## src/rtl/keypad_scanner.sv

```systemverilog
// keypad_scanner: column-scanned 4x4 keypad front end. Drives one column at a
// time, synchronises and samples the rows, forms a per-scan key candidate with
// ghost rejection, debounces it over whole scans and presents a stable one-hot
// {rows, cols} pair plus key_press / key_held status.
module keypad_scanner #(
   parameter int SCAN_DIV       = 16,
   parameter int DEBOUNCE_SCANS = 3,
   parameter bit ACTIVE_LOW     = 1'b1
) (
   input  logic       clk,
   input  logic       rst_n,
   input  logic [3:0] row_in,
   output logic [3:0] col_drive,
   output logic [3:0] rows,
   output logic [3:0] cols,
   output logic       key_press,
   output logic       key_held
);

   localparam int DVW = $clog2(SCAN_DIV);
   localparam int DBW = $clog2(DEBOUNCE_SCANS + 1);
   localparam logic [DVW-1:0] DWELL_LAST = DVW'(SCAN_DIV - 1);
   localparam logic [DBW-1:0] DEB_MAX    = DBW'(DEBOUNCE_SCANS);
   localparam logic [3:0]     ROW_IDLE   = ACTIVE_LOW ? 4'hF : 4'h0;

   typedef enum logic {S_IDLE, S_HELD} state_t;

   logic [3:0]          r_sync1, r_sync2;
   logic [3:0]          w_rows_hi;
   logic [DVW-1:0]      r_dwell;
   logic [1:0]          r_col;
   logic [2:0][3:0]     r_samp;        // rows seen in columns 0..2 this scan
   logic [3:0][3:0]     w_scan;        // full scan, column 3 taken live
   logic                w_dwell_end, w_eos, r_eos;
   logic [4:0]          w_nkeys;
   logic [3:0]          w_new_rows, w_new_cols;
   logic [3:0]          r_cand_rows, r_cand_cols;
   logic [DBW-1:0]      r_deb;
   state_t              r_state, w_state_nxt;
   logic                w_load, w_clear, w_press;
   logic [3:0]          w_col_onehot;

   // Column being driven, translated to pin polarity
   assign w_col_onehot = 4'b0001 << r_col;
   assign col_drive    = ACTIVE_LOW ? ~w_col_onehot : w_col_onehot;

   // Row pins cross into the clock domain; polarity normalised afterwards
   always_ff @(posedge clk) begin
      if (!rst_n) begin
         r_sync1 <= ROW_IDLE;
         r_sync2 <= ROW_IDLE;
      end else begin
         r_sync1 <= row_in;
         r_sync2 <= r_sync1;
      end
   end

   assign w_rows_hi   = ACTIVE_LOW ? ~r_sync2 : r_sync2;
   assign w_dwell_end = (r_dwell == DWELL_LAST);
   assign w_eos       = w_dwell_end && (r_col == 2'd3);

   // Dwell counter, column rotation and end-of-dwell row sampling
   always_ff @(posedge clk) begin
      if (!rst_n) begin
         r_dwell <= '0;
         r_col   <= 2'd0;
         r_samp  <= '0;
         r_eos   <= 1'b0;
      end else begin
         r_eos <= w_eos;
         if (w_dwell_end) begin
            r_dwell <= '0;
            r_col   <= r_col + 2'd1;
            case (r_col)
               2'd0:    r_samp[0] <= w_rows_hi;
               2'd1:    r_samp[1] <= w_rows_hi;
               2'd2:    r_samp[2] <= w_rows_hi;
               default: ;
            endcase
         end else begin
            r_dwell <= r_dwell + DVW'(1);
         end
      end
   end

   assign w_scan = {w_rows_hi, r_samp};

   // Scan candidate: exactly one key across the whole scan, else none
   always_comb begin
      w_nkeys    = '0;
      w_new_rows = '0;
      w_new_cols = '0;
      for (int c = 0; c < 4; c++) begin
         for (int r = 0; r < 4; r++) begin
            if (w_scan[c][r]) begin
               w_nkeys       = w_nkeys + 5'd1;
               w_new_rows[r] = 1'b1;
               w_new_cols[c] = 1'b1;
            end
         end
      end
      if (w_nkeys != 5'd1) begin
         w_new_rows = '0;
         w_new_cols = '0;
      end
   end

   // Debounce: count consecutive identical scan candidates, saturating
   always_ff @(posedge clk) begin
      if (!rst_n) begin
         r_cand_rows <= '0;
         r_cand_cols <= '0;
         r_deb       <= '0;
      end else if (w_eos) begin
         if ({w_new_rows, w_new_cols} == {r_cand_rows, r_cand_cols}) begin
            if (r_deb != DEB_MAX) r_deb <= r_deb + DBW'(1);
         end else begin
            r_deb <= DBW'(1);
         end
         r_cand_rows <= w_new_rows;
         r_cand_cols <= w_new_cols;
      end
   end

   // FSM state register
   always_ff @(posedge clk) begin
      if (!rst_n) r_state <= S_IDLE;
      else        r_state <= w_state_nxt;
   end

   // FSM decisions, taken the cycle after end of scan on a settled candidate
   always_comb begin
      w_state_nxt = r_state;
      w_load      = 1'b0;
      w_clear     = 1'b0;
      w_press     = 1'b0;
      if (r_eos && (r_deb == DEB_MAX)) begin
         case (r_state)
            S_IDLE: begin
               if (r_cand_cols != 4'd0) begin
                  w_state_nxt = S_HELD;
                  w_load      = 1'b1;
                  w_press     = 1'b1;
               end
            end
            S_HELD: begin
               if (r_cand_cols == 4'd0) begin
                  w_state_nxt = S_IDLE;
                  w_clear     = 1'b1;
               end else if ({r_cand_rows, r_cand_cols} != {rows, cols}) begin
                  w_load  = 1'b1;
                  w_press = 1'b1;
               end
            end
            default: w_state_nxt = S_IDLE;
         endcase
      end
   end

   // Output registers: rows/cols only move on FSM transitions
   always_ff @(posedge clk) begin
      if (!rst_n) begin
         rows      <= '0;
         cols      <= '0;
         key_press <= 1'b0;
      end else begin
         key_press <= w_press;
         if (w_load) begin
            rows <= r_cand_rows;
            cols <= r_cand_cols;
         end else if (w_clear) begin
            rows <= '0;
            cols <= '0;
         end
      end
   end

   assign key_held = (r_state == S_HELD);

endmodule

```

## config.mk

```make
export PLATFORM = sky130hd
export DESIGN_NAME = keypad_scanner
export DESIGN_NICKNAME = d
export VERILOG_FILES = /design/src/rtl/keypad_scanner.sv
export SDC_FILE = /design/constraint.sdc
export NUM_CORES = 1
export LEC_CHECK = 0
export BUFFER_PORTS_ARGS = -buffer_cell sky130_fd_sc_hd__buf_2
export CORE_ASPECT_RATIO = 1.1
export CORE_MARGIN = 4
export CORE_UTILIZATION = 60
export DETAILED_ROUTE_END_ITERATION = 16
export PLACE_DENSITY = 0.87
export SYNTH_ARGS = -nofsm -noshare
export SYNTH_HDL_FRONTEND = slang
export SYNTH_SLANG_ARGS = --single-unit
```

## constraint.sdc

```tcl
create_clock -name clk -period 13.8 [get_ports clk]
set_input_delay 3.45 -clock clk [delete_from_list [all_inputs] [get_ports clk]]
set_output_delay 3.45 -clock clk [all_outputs]
set_load 0.01 [all_outputs]
```

==> summary.txt, run 1 <==
DR vias = 3034
die height = 90.7 um
Crit path max-delay family = adder cells
status = finished clean
antenna violations before repair = 0
clk_lat worst skew = 0.30 ns
Worst-Margin Slew = 0.898 ns
RePlAce Congestion = 0.853
RSZ-0062 raised after global routing = false
EDFF count, synth = 0
sequential share of the synthesized area = 25.2%
I/O pins = 20
crit-path max cell delay = 0.40 ns
Synth area leaders = dfxtp_1, xnor2_1, ha_1
Horiz. Die Dim = 83.2 um
H-tree depth = 2
Crit Path Class = reg2reg
asr flop ratio synth = 0%
Rows = 29
Top FF cell, synth = dfxtp_1
fmax = 104 MHz
# port buffers = 19
area leader, netlist = dfxtp_1
setup bufs post-CTS = 0
CTS resizes = 0
Die Footprint = 7540 um2
CP Depth = 44
Final #Nets = 466
#FFs+latches synth = 47
GR Util All Layers = 20.1%
fraction of the mapped netlist area in compound gates = 15.7%
Tmin final = 9.62 ns
Pre-Repair DR Iteration Count = 4
Fin. Hold Viols = 0
antenna viol nets, final = 0
FF-to-FF path depth = 44
startpoint type of the worst setup path = flip-flop
minimum setup slack among reg-to-reg paths = 4.18 ns
number of distinct library cells after synthesis = 68
WL/cell = 14.5 um
reg-to-reg endpoint = r_deb[1]$_SDFFE_PN0P_
largest net degree at the start of global routing = 31
CTS Buf Count = 5
worst vdd ir = 0.0935 mV
commonest non-fill, non-tap cell in the layout = dfxtp_1
Root Driver = clkbuf_8
final period utilization = 69.7%
# placed instances = 508
Synth Area per Inst = 8.55 um2
Hold WS = 0.414 ns
Post-Layout Cell Count = 516
grt ovf = 0
relative slew slack = 39.7%
initial DRC count = 126
DRC viols = 0
final core utilization = 66.4%
CP startpoint = r_samp[0]$_SDFFE_PN0P_
slowest CP cell = dfxtp_1
HPWL after DPL = 5730 um
post-synthesis mux area share = 2.85%
Post-Synth XOR/XNOR Area = 20.5%
HP Class = reg2reg
CP bufs+invs = 3
CP Max Fanout = 7
final setup violating endpoints = 0
Cell Area, Synth = 3730 um2
most frequent cells in the layout = dfxtp_1, nand2_1, nor2_1
Initial Utilization = 63.0%
Routed WL = 7470 um
Reg clk slew, reported paths = 0.09 ns
Syn-to-layout area delta = 5.44%
antenna cells = 0
Adder-Cell Fraction of Synth Area = 7.39%
worst clock skew = 0.0119 ns
cts hold-fix bufs = 0
share of layout cells above drive strength 1 = 10.5%
cell count after synthesis = 436
Critical Path RT = 14.04 ns
max cap viols = 0
Critical Path Sink = r_deb[1]$_SDFFE_PN0P_
Place WS = 4.26 ns
setup tns final = 0 ns
TritonCTS clock tree = done
Simple-Gate Fraction of Synth Area = 23.1%
final setup margin = 4.18 ns
Reg-to-Reg Start = r_samp[0]$_SDFFE_PN0P_
vias in the first global route = 2971
global-route wire length before repair = 12900 um
CP most frequent cell = ha_1
yosys warns = 0
Slew Viols, Final = 0
Pleak = 1.67 nW
Max clock buf depth = 2
pwr/cell area = 65.7 nW/um2
Sink Count = 47
largest family of logic cells by synthesized area = simple AND/OR/NAND/NOR gates
Mapped Nets = 464
Vias/cell = 5.88
core area = 5910 um2
share of the synthesized area in the top cell type = 25.2%
CP endpoint kind = flip-flop
CP Data Arrival Time = 9.86 ns
[cell families after synthesis]
logic type / Yosys count
mux: 9
xor+xnor: 63
compound gates: 81
fa+ha+maj: 22
simple gates: 168
buf+inv: 46
flops: 47
[per-stage QoR]
| step | cell area [um2] | power (mW) |
|---|---|---|
| finish | 3930 | 0.258 |
| floorplan | 3730 | 0.152 |
| global route | 3930 | 0.266 |
| global placement | 3810 | 0.154 |
| CTS | 3930 | 0.259 |
| detailed placement | 3810 | 0.155 |
[per-layer routing]
layer / global-route usage [%] / share of wire [%] / vias up
li1: - / - / 1537
met4: 7.22 / 1.9 / 0
met1: 24.7 / 44 / 1434
met5: 0 / 0 / -
met2: 35.7 / 51 / 51
met3: 2.55 / 3.3 / 12
[cell type report]
class	instances	area (um2)
inverters	22	83.8
clock inverters	2	38.8
clock buffers	6	82.6
well taps	77	96.3
repair buffers	19	95.1
multi-input cells	343	2590
fillers	482	1980
flip-flops and latches	47	941
[sequential cells by signal, indices dropped and copies added, names as in the netlist]
register     flops
cols             4
r_samp          12
rows             4
r_deb            2
r_cand_cols      4
r_eos            1
r_dwell          4
r_cand_rows      4
key_held         1
r_col            2
key_press        1
r_sync2          4
r_sync1          4
[power by group]
| part | leakage, nW | total (mW) | switching, mW | internal (mW) |
|---|---|---|---|---|
| Sequential | 0.381 | 0.139 | 0.00207 | 0.137 |
| Clock | 0.0618 | 0.106 | 0.0467 | 0.0596 |
| Combinational | 1.22 | 0.0125 | 0.00740 | 0.00514 |
[worst reg2reg max path: cells and delay by family, from the launching register on]
kind / cells / cell delay (ns)
compound gates: 9 / 1.55
flops: 1 / 0.40
xor+xnor: 1 / 0.18
simple gates: 13 / 1.91
buf+inv: 3 / 0.22
mux: 4 / 1.11
fa+ha+maj: 14 / 4.18
[synth_stat cells (10+ instances only)]
library cell	n
nor2_1	41
a211oi_1	15
a21oi_1	18
nand3_1	10
nand2_1	44
xor2_1	13
clkbuf_1	19
inv_1	20
nand2b_1	14
dfxtp_1	47
xnor2_1	34
ha_1	22
[worst min-delay path by stage]
stage	slack, ns	start	depth (start not counted)	endpoint
after floorplan	0.39	r_sync1[0]$_SDFF_PN1_	1	r_sync2[0]$_SDFF_PN1_
after global placement	0.39	r_sync1[3]$_SDFF_PN1_	1	r_sync2[3]$_SDFF_PN1_
after detailed placement	0.40	r_sync1[1]$_SDFF_PN1_	1	r_sync2[1]$_SDFF_PN1_
after CTS	0.42	r_sync1[1]$_SDFF_PN1_	1	r_sync2[1]$_SDFF_PN1_
after global routing	0.44	r_sync1[2]$_SDFF_PN1_	1	r_sync2[2]$_SDFF_PN1_
final	0.41	r_sync1[1]$_SDFF_PN1_	1	r_sync2[1]$_SDFF_PN1_
Power figures use the tool's default switching activity.
==> inputs of run 2 (changes only) <==
- clock period: 13.8 -> 8.95 ns (I/O delays scaled with it)
==> summary.txt, run 2 (synthesized netlist as in run 1, its figures left out) <==
largest net degree at the start of global routing = 31 (unchanged)
DRC viols = 0 (unchanged)
CP Max Fanout = 4 (-3)
I/O pins = 20 (unchanged)
grt ovf = 0 (unchanged)
DR vias = 3176 (+4.7%)
share of layout cells above drive strength 1 = 20.8% (+10 points)
status = finished clean
relative slew slack = 36.9% (-2.8 points)
Syn-to-layout area delta = 13.9%
minimum setup slack among reg-to-reg paths = 0.34 ns (-3.84 ns)
Horiz. Die Dim = 83.2 um (unchanged)
Sink Count = 47 (unchanged)
Die Footprint = 7540 um2 (unchanged)
most frequent cells in the layout = dfxtp_1, nand2_1, nor2_1
RePlAce Congestion = 0.817 (-4.3%)
# placed instances = 514 (+1.2%)
Final #Nets = 481 (+3.2%)
H-tree depth = 2 (unchanged)
FF-to-FF path depth = 45 (+2.3%)
worst clock skew = 0.00625 ns (-0.00565 ns)
HP Class = reg2reg
Post-Layout Cell Count = 530 (+2.7%)
commonest non-fill, non-tap cell in the layout = dfxtp_1
core area = 5910 um2 (unchanged)
Crit Path Class = reg2reg
TritonCTS clock tree = done
Routed WL = 8570 um (+15%)
Critical Path RT = 9.18 ns (-4.86 ns)
pwr/cell area = 91.2 nW/um2 (+39%)
final setup violating endpoints = 0 (unchanged)
Rows = 29 (unchanged)
Reg with most FFs = r_samp
HP Start = r_sync1[2]$_SDFF_PN1_
final core utilization = 71.8% (+5.3 points)
Pre-Repair DR Iteration Count = 5 (+1)
# port buffers = 19 (unchanged)
GR Util All Layers = 22.0% (+1.9 points)
final period utilization = 96.2% (+26 points)
startpoint type of the worst setup path = flip-flop
Vias/cell = 5.99 (+1.9%)
worst vdd ir = 0.125 mV (+33%)
Slew Viols, Final = 0 (unchanged)
die height = 90.7 um (unchanged)
Worst Hold Path EP = r_sync2[2]$_SDFF_PN1_
setup tns final = 0 ns (unchanged)
Tmin final = 8.61 ns (-1.01 ns)
antenna violations before repair = 0 (unchanged)
crit-path max cell delay = 0.36 ns (-0.04 ns)
antenna viol nets, final = 0 (unchanged)
fillers = 432 (-10%)
CP Data Arrival Time = 8.84 ns (-1.02 ns)
Root Driver = clkbuf_8
CP endpoint kind = flip-flop
Reg-to-Reg Start = r_samp[0]$_SDFFE_PN0P_
CTS Buf Count = 5 (unchanged)
Max clock buf depth = 2 (unchanged)
max cap viols = 0 (unchanged)
reg-to-reg endpoint = r_deb[1]$_SDFFE_PN0P_
hold depth = 1 (unchanged)
Fin. Hold Viols = 0 (unchanged)
Pleak = 1.73 nW (+4.0%)
slowest CP cell = dfxtp_4
vias in the first global route = 3187 (+7.3%)
antenna cells = 0 (unchanged)
Initial Utilization = 63.0% (unchanged)
global-route wire length before repair = 14100 um (+9.0%)
Reg clk slew, reported paths = 0.08 ns (about the same)
initial DRC count = 222 (+76%)
Worst-Margin Slew = 0.946 ns (+0.0479 ns)
HPWL after DPL = 6020 um (+5.1%)
WL/cell = 16.2 um (+12%)
fmax = 116 MHz (+12%)
Largest register FFs = 12 (unchanged)
clk_lat worst skew = 0.30 ns (about the same)
run 2: where the power goes:
part / switching (mW) / internal (mW)
Clock: 0.0679 / 0.0816
Combinational: 0.0134 / 0.00955
Sequential: 0.00354 / 0.211
run 2: area by class of cell:
cell class | count | area (um2) | share of cell area (%)
clock buffers | 5 | 68.8 | 1.62
clock inverters | 2 | 37.5 | 0.884
inverters | 22 | 83.8 | 1.98
multi-input cells | 343 | 2800 | 66.0
flip-flops and latches | 47 | 950 | 22.4
well taps | 77 | 96.3 | 2.27
repair buffers | 34 | 208 | 4.89
run 2: worst max-delay path by stage:
stage                           startpoint               endpoint  slack [ns]  depth (start not counted)
detailed placement  r_samp[0]$_SDFFE_PN0P_  r_deb[1]$_SDFFE_PN0P_       -0.30                         44
CTS                 r_samp[0]$_SDFFE_PN0P_  r_deb[0]$_SDFFE_PN0P_        0.02                         46
finish              r_samp[0]$_SDFFE_PN0P_  r_deb[1]$_SDFFE_PN0P_        0.34                         45
global placement    r_samp[0]$_SDFFE_PN0P_  r_deb[1]$_SDFFE_PN0P_        0.12                         44
global route        r_samp[1]$_SDFFE_PN0P_  r_deb[1]$_SDFFE_PN0P_       -0.04                         45
floorplan           r_samp[0]$_SDFFE_PN0P_  r_deb[0]$_SDFFE_PN0P_        0.12                         45
run 2: critical path: cells and delay by family, from the launching register on:
| kind | cells | cell delay (ns) |
|---|---|---|
| compound gates | 9 | 1.30 |
| fa+ha+maj | 14 | 3.67 |
| buf+inv | 3 | 0.25 |
| flops | 1 | 0.36 |
| mux | 4 | 1.04 |
| simple gates | 15 | 1.89 |
run 2: per-layer routing:
| layer | up-vias | global-route usage, % | part of all wire [%] |
|---|---|---|---|
| met5 | - | 0 | 0 |
| met4 | 0 | 9.67 | 2.5 |
| met3 | 26 | 3.65 | 3.3 |
| met2 | 79 | 40.0 | 53 |
| met1 | 1512 | 25.0 | 41 |
| li1 | 1559 | - | - |
run 2: timing repair:
action                                  in CTS  in global routing
hold buffers                                 0                  0
pin swaps                                    6                 14
buffers inserted                             7                  2
endpoints found under the setup margin      10                 10
resized for setup                           16                 27
run 2: metrics by stage:
stage	instance area, um2	worst slack [ns]	hold slack [ns]	total power [mW]
after CTS	4090	0.0172	0.420	0.387
after global routing	4240	-0.0385	0.447	0.401
after detailed placement	3850	-0.299	0.400	0.239
final	4240	0.340	0.413	0.387
after global placement	3850	0.122	0.388	0.238
after floorplan	3730	0.123	0.386	0.234
